## config.mk

```make
export PLATFORM = sky130hd
export DESIGN_NAME = gamepad_ctrl
export DESIGN_NICKNAME = d
export VERILOG_FILES = /design/src/rtl/gamepad_ctrl_pkg.sv /design/src/rtl/gamepad_ctrl_debounce.sv /design/src/rtl/gamepad_ctrl.sv
export SDC_FILE = /design/constraint.sdc
export NUM_CORES = 1
export LEC_CHECK = 0
export CAP_MARGIN = 15
export CORE_ASPECT_RATIO = 1.25
export CORE_MARGIN = 2
export CORE_UTILIZATION = 63
export CTS_CLUSTER_SIZE = 28
export DETAILED_ROUTE_END_ITERATION = 8
export PLACE_DENSITY_LB_ADDON = 0.15
export SLEW_MARGIN = 20
export SYNTH_ARGS = -nofsm -noshare
export SYNTH_HDL_FRONTEND = slang
export SYNTH_SLANG_ARGS = --single-unit
export TNS_END_PERCENT = 30
```

## constraint.sdc

```tcl
create_clock -name clk_i -period 6.5 [get_ports clk_i]
set_input_delay 1.3 -clock clk_i [delete_from_list [all_inputs] [get_ports clk_i]]
set_output_delay 1.3 -clock clk_i [all_outputs]
set_load 0.1 [all_outputs]
```

## src/rtl/gamepad_ctrl_pkg.sv

```systemverilog
// Shared types and defaults for the gamepad sequencing controller.
// Mode encoding and mode stepping helpers live here.
package gamepad_ctrl_pkg;

    localparam int DEF_DEBOUNCE_CYCLES = 4;
    localparam int DEF_PERIOD_W        = 8;
    localparam int DEF_PERIOD_MIN      = 2;
    localparam int DEF_PERIOD_MAX      = 200;
    localparam int DEF_PERIOD_DEF      = 20;
    localparam int DEF_PERIOD_STEP     = 2;

    typedef enum logic [2:0] {
        MODE_OFF  = 3'd0,
        MODE_CH1  = 3'd1,
        MODE_CH2  = 3'd2,
        MODE_BOTH = 3'd3,
        MODE_ALT  = 3'd4
    } mode_e;

    // Forward step through the mode ring (right key).
    function automatic mode_e mode_next(input mode_e m);
        mode_e r;
        case (m)
            MODE_OFF:  r = MODE_CH1;
            MODE_CH1:  r = MODE_CH2;
            MODE_CH2:  r = MODE_BOTH;
            MODE_BOTH: r = MODE_ALT;
            default:   r = MODE_OFF;
        endcase
        return r;
    endfunction

    // Backward step through the mode ring (left key).
    function automatic mode_e mode_prev(input mode_e m);
        mode_e r;
        case (m)
            MODE_CH1:  r = MODE_OFF;
            MODE_CH2:  r = MODE_CH1;
            MODE_BOTH: r = MODE_CH2;
            MODE_ALT:  r = MODE_BOTH;
            default:   r = MODE_ALT;
        endcase
        return r;
    endfunction

endpackage

```

## src/rtl/gamepad_ctrl_debounce.sv

```systemverilog
// Single-key debouncer: accepts a new level after DEBOUNCE_CYCLES
// consecutive differing samples; press_o pulses on accepted rise.
module key_debounce
    import gamepad_ctrl_pkg::*;
#(
    parameter int DEBOUNCE_CYCLES = DEF_DEBOUNCE_CYCLES
) (
    input  logic clk_i,
    input  logic rst_i,
    input  logic key_i,
    output logic level_o,
    output logic press_o
);

    localparam int CW = $clog2(DEBOUNCE_CYCLES + 1);
    localparam logic [CW-1:0] LAST = CW'(DEBOUNCE_CYCLES - 1);

    logic [CW-1:0] r_cnt;
    logic          r_level;
    logic          r_level_d;

    // Count disagreeing samples; flip accepted level once the run is long enough.
    always_ff @(posedge clk_i) begin
        if (rst_i) begin
            r_cnt   <= '0;
            r_level <= 1'b0;
        end else if (key_i == r_level) begin
            r_cnt <= '0;
        end else if (r_cnt == LAST) begin
            r_cnt   <= '0;
            r_level <= key_i;
        end else begin
            r_cnt <= r_cnt + 1'b1;
        end
    end

    // Delayed copy of the accepted level for edge detection.
    always_ff @(posedge clk_i) begin
        if (rst_i) r_level_d <= 1'b0;
        else       r_level_d <= r_level;
    end

    assign level_o = r_level;
    assign press_o = r_level & ~r_level_d;

endmodule

```

## src/rtl/gamepad_ctrl.sv

```systemverilog
// Gamepad sequencing controller: debounced key events drive the mode
// FSM, pause flag, alternation period and ALT phase timer.
module gamepad_ctrl
    import gamepad_ctrl_pkg::*;
#(
    parameter int DEBOUNCE_CYCLES = DEF_DEBOUNCE_CYCLES,
    parameter int PERIOD_W        = DEF_PERIOD_W,
    parameter int PERIOD_MIN      = DEF_PERIOD_MIN,
    parameter int PERIOD_MAX      = DEF_PERIOD_MAX,
    parameter int PERIOD_DEF      = DEF_PERIOD_DEF,
    parameter int PERIOD_STEP     = DEF_PERIOD_STEP
) (
    input  logic                clk_i,
    input  logic                rst_i,
    input  logic                key_up_i,
    input  logic                key_down_i,
    input  logic                key_left_i,
    input  logic                key_right_i,
    input  logic                key_a_i,
    input  logic                key_b_i,
    output logic                en1_o,
    output logic                en2_o,
    output logic [PERIOD_W-1:0] period_o,
    output logic [2:0]          mode_o,
    output logic                paused_o
);

    localparam int K_UP    = 0;
    localparam int K_DOWN  = 1;
    localparam int K_LEFT  = 2;
    localparam int K_RIGHT = 3;
    localparam int K_A     = 4;
    localparam int K_B     = 5;

    localparam logic [PERIOD_W:0]   P_MAX  = (PERIOD_W+1)'(PERIOD_MAX);
    localparam logic [PERIOD_W:0]   P_MIN  = (PERIOD_W+1)'(PERIOD_MIN);
    localparam logic [PERIOD_W:0]   P_STEP = (PERIOD_W+1)'(PERIOD_STEP);
    localparam logic [PERIOD_W-1:0] P_DEF  = PERIOD_W'(PERIOD_DEF);

    logic [5:0]          w_keys;
    logic [5:0]          w_level;
    logic [5:0]          w_press;
    logic [5:0]          w_ev;

    mode_e               r_mode;
    logic                r_paused;
    logic [PERIOD_W-1:0] r_period;
    logic [PERIOD_W-1:0] r_alt_cnt;
    logic                r_phase;

    mode_e               w_mode_nx;
    logic                w_paused_nx;
    logic [PERIOD_W-1:0] w_period_nx;
    logic [PERIOD_W:0]   w_sum_up;
    logic [PERIOD_W-1:0] w_per_up;
    logic [PERIOD_W-1:0] w_per_dn;
    logic                w_alt_wrap;
    logic                w_enter_alt;

    assign w_keys = {key_b_i, key_a_i, key_right_i,
                     key_left_i, key_down_i, key_up_i};

    genvar g;
    generate
        for (g = 0; g < 6; g++) begin : g_key
            key_debounce #(
                .DEBOUNCE_CYCLES(DEBOUNCE_CYCLES)
            ) u_deb (
                .clk_i  (clk_i),
                .rst_i  (rst_i),
                .key_i  (w_keys[g]),
                .level_o(w_level[g]),
                .press_o(w_press[g])
            );
        end
    endgenerate

    assign w_ev = w_press & w_level;

    assign w_sum_up = {1'b0, r_period} + P_STEP;
    assign w_per_up = (w_sum_up > P_MAX) ? P_MAX[PERIOD_W-1:0]
                                         : w_sum_up[PERIOD_W-1:0];
    assign w_per_dn = ({1'b0, r_period} < (P_MIN + P_STEP))
                    ? P_MIN[PERIOD_W-1:0]
                    : r_period - P_STEP[PERIOD_W-1:0];

    // Next mode/pause/period from this cycle's events, B wins over all.
    always_comb begin
        w_mode_nx   = r_mode;
        w_paused_nx = r_paused;
        w_period_nx = r_period;
        if (w_ev[K_B]) begin
            w_mode_nx   = MODE_OFF;
            w_paused_nx = 1'b0;
            w_period_nx = P_DEF;
        end else begin
            if (w_ev[K_A])
                w_paused_nx = ~r_paused;
            else if (w_ev[K_RIGHT] && !w_ev[K_LEFT])
                w_mode_nx = mode_next(r_mode);
            else if (w_ev[K_LEFT] && !w_ev[K_RIGHT])
                w_mode_nx = mode_prev(r_mode);
            if (w_ev[K_UP] && !w_ev[K_DOWN])
                w_period_nx = w_per_up;
            else if (w_ev[K_DOWN] && !w_ev[K_UP])
                w_period_nx = w_per_dn;
        end
    end

    // Control state registers.
    always_ff @(posedge clk_i) begin
        if (rst_i) begin
            r_mode   <= MODE_OFF;
            r_paused <= 1'b0;
            r_period <= P_DEF;
        end else begin
            r_mode   <= w_mode_nx;
            r_paused <= w_paused_nx;
            r_period <= w_period_nx;
        end
    end

    assign w_enter_alt = (w_mode_nx == MODE_ALT) && (r_mode != MODE_ALT);
    assign w_alt_wrap  = r_alt_cnt >= (r_period - PERIOD_W'(1));

    // ALT timer: restart on entry, run while in ALT and unpaused.
    always_ff @(posedge clk_i) begin
        if (rst_i) begin
            r_alt_cnt <= '0;
            r_phase   <= 1'b0;
        end else if (w_enter_alt) begin
            r_alt_cnt <= '0;
            r_phase   <= 1'b0;
        end else if (r_mode == MODE_ALT && !r_paused) begin
            if (w_alt_wrap) begin
                r_alt_cnt <= '0;
                r_phase   <= ~r_phase;
            end else begin
                r_alt_cnt <= r_alt_cnt + 1'b1;
            end
        end
    end

    // Channel enable decode from mode, pause and ALT phase.
    always_comb begin
        en1_o = 1'b0;
        en2_o = 1'b0;
        if (!r_paused) begin
            case (r_mode)
                MODE_CH1:  en1_o = 1'b1;
                MODE_CH2:  en2_o = 1'b1;
                MODE_BOTH: begin
                    en1_o = 1'b1;
                    en2_o = 1'b1;
                end
                MODE_ALT: begin
                    en1_o = ~r_phase;
                    en2_o = r_phase;
                end
                default: begin
                    en1_o = 1'b0;
                    en2_o = 1'b0;
                end
            endcase
        end
    end

    assign period_o = r_period;
    assign mode_o   = r_mode;
    assign paused_o = r_paused;

endmodule

```

==> results.yml <==
route:
  route.vias.total: 2302
  wl_per_cell_um: 13.2
  ant_nets: 0
  routed_via_density: 5.74
  drt-initial-drc-count: 164
  drc: 0
  dr.pass1.iters: 4
  postRouteWirelength_um: 5270
cts:
  clk_path_buf_depth: 2
  clk-insertion-delay-late_ns: 0.31
  ctsHoldBuffers: 0
  root_buffer: "clkbuf_8"
  cts_tree: "yes"
  cts_htree_levels: 2
  clock-sinks: 50
  path_clk_slew_ns: 0.09
  cts_made_buffers: 5
  post_cts_resized: 0
  post-cts-setup-buffer-count: 0
grt:
  grt_pass1_wl_um: 9200
  grt_util_all_layers_pct: 22.6
  grt_max_degree: 31
  grt_pass1_vias: 2081
  grt_remaining_overflow: 0
  antenna_found_initial: 0
floorplan:
  ios: 22
  coreArea_um2: 4360
  row_count: 27
  die_h_um: 78.8
  start_util_pct: 64.8
  dieArea_um2: 5040
  die_w_um: 63.9
worst_setup_path:
  worstPathRequired_ns: 5.20
  worstSetupEndpointType: "primary output"
  r2r_cells: 11
  cp-start-kind: "flop"
  cp.arrival_ns: 2.59
  path_max_fanout: 12
  crit_type: "reg2out"
cells_and_area:
  fin_nets: 374
  mostFrequentLayoutCell: "dfxtp_1"
  drive_gt1_share_pct: 3.21
  num_antenna_cells: 0
  final_util_pct: 71.6
  layout_common_cells: "dfxtp_1 (50), nor2_1 (45), ha_1 (24), inv_1 (21), clkdlybuf4s50_1 (20)"
  area_growth_pct: 10.5
synthesis:
  yosysWarnings: 0
  synth_edf_count: 0
  ys_ff_latch: 50
  yosys.cell_types.count: 55
  avgSynthCellArea_um2: 8.45
  seq_area_frac_synth_pct: 35.5
  syn_area_um2: 2820
  synth_cells: 334
  synth_fp_nets: 366
  synth_ff_type: "dfxtp_1"
  synth_async_sr_flop_share_pct: 0
timing:
  clock_skew_ns: 0.00918
  tightest_slew_ns: 0.986
  setup_viol: 0
  slew_headroom_pct: 34.1
  period_share_pct: 59.9
  rsz0062_at_grt: "no"
  slew_viol_final: 0
  hold_violations: 0
  period_minus_slack_ns: 3.89
  fin_setup_tns_ns: 0
  max_freq_mhz: 257
worst_hold_path:
  min_path_type: "reg2reg"
  holdPathStages: 1
power:
  p_leak_uw: 0.00115
  power-per-cell-area_nw_per_um2: 184
  ir_drop_v: 0.000168
run_status:
  outcome: "completed"
placed_design:
  place.gp.congestion: 0.886
  dp_hpwl_um: 3840
  port_buffers: 20
run:
  maxCapViolCount: 0
[final cells by class]
type	instances	area [um^2]
multi-input cells	244	1660
fillers	354	1240
flip-flops and latches	50	1000
repair buffers	20	200
inverters	21	78.8
clock buffers	6	72.6
well taps	58	72.6
clock inverters	2	37.5
[registers in the layout (all words and copies together) (netlist names)]
signal and flops:
paused_o 1, r_phase 1, r_alt_cnt 8, g_key.u_deb.r_level_d 6, g_key.u_deb.level_o 6, period_o 7, g_key.u_deb.r_cnt 18, mode_o 3
[path summary, 6_finish.rpt]
| kind | start | endpoint | slack, ns |
|---|---|---|---|
| worst max register to register | period_o[2]$_SDFFE_PP1P_ | r_phase$_SDFFE_PP0P_ | 3.29 |
| worst min register to register | g_key[2].u_deb.r_cnt[0]$_SDFF_PP0_ | g_key[2].u_deb.r_cnt[0]$_SDFF_PP0_ | 0.42 |
| worst min-delay path | g_key[2].u_deb.r_cnt[0]$_SDFF_PP0_ | g_key[2].u_deb.r_cnt[0]$_SDFF_PP0_ | 0.42 |
| worst max-delay path | mode_o[0]$_SDFF_PP0_ | en1_o | 2.61 |
[where the power goes]
group          leakage (uW)  switching [uW]  internal, uW
logic              0.000694            25.8          15.4
clock network     0.0000514             103           115
registers          0.000405            4.44           311
total               0.00115             133           442
[critical path, stage by stage (launching register included)]
cell and delay [ns]:
dfxtp_1 0.43, or3b_1 0.48, nor2_1 0.11, a21oi_1 0.05
nor2_1 0.09, clkdlybuf4s50_1 1.13
[per-layer routing]
metal	GRT usage, %	share of wire (%)
met1	28.0	46
met2	39.8	49
met3	3.40	3.7
met4	7.83	1.3
met5	0	0
[stage by stage]
stage          hold slack, ns  total power (uW)  setup slack (ns)  instances  instance area, um^2
2_1_floorplan           0.399               353              2.33        334                 2820
3_3_place_gp            0.407               363              2.77        393                 3010
3_5_place_dp            0.417               364              2.74        393                 3010
4_1_cts                 0.430               580              2.60        401                 3120
5_1_grt                 0.440               593              2.48        401                 3120
6_report                0.424               575              2.61        401                 3120
[synthesized netlist by cell type, drive strengths merged, types with 2 or more instances]
master / instances / share of area, %
a32o: 2 / 0.71
nand3: 8 / 1.4
xor2: 5 / 1.6
nor2: 45 / 6.0
a22oi: 2 / 0.53
xnor2: 16 / 5.0
clkbuf: 9 / 1.2
or3: 11 / 2.4
a21oi: 15 / 2.8
a211o: 2 / 0.62
o22ai: 2 / 0.44
a31oi: 2 / 0.44
nand2b: 6 / 1.3
and2b: 3 / 0.80
and2: 4 / 0.89
o21ai: 9 / 1.6
ha: 24 / 11
nor3b: 3 / 0.97
or4: 2 / 0.53
buf: 10 / 1.9
nand3b: 2 / 0.53
o31ai: 3 / 0.80
nor3: 12 / 2.5
or2: 2 / 0.44
o21a: 3 / 0.80
nand4: 2 / 0.44
dfxtp: 50 / 35
nor4: 6 / 1.3
mux2i: 7 / 2.5
nor2b: 10 / 2.2
nand2: 13 / 1.7
o21bai: 2 / 0.53
a211oi: 4 / 1.1
inv: 21 / 2.8
o311a: 2 / 0.71
[cell families (layout without fill, tap and decap cells)]
family                     Yosys count  in the layout  synth area share [%]
other                                1              1                 0.133
DFF                                 50             50                  35.5
adders and majority gates           24             24                  10.6
AOI/OAI and AO/OA                   59             59                  14.5
xor gates and xnor gates            21             21                  6.52
muxes                                7              7                  2.48
buffers and inverters               40             49                  5.85
and+or+nand+nor                    132            132                  24.4
(Power assumes the default switching activity.)
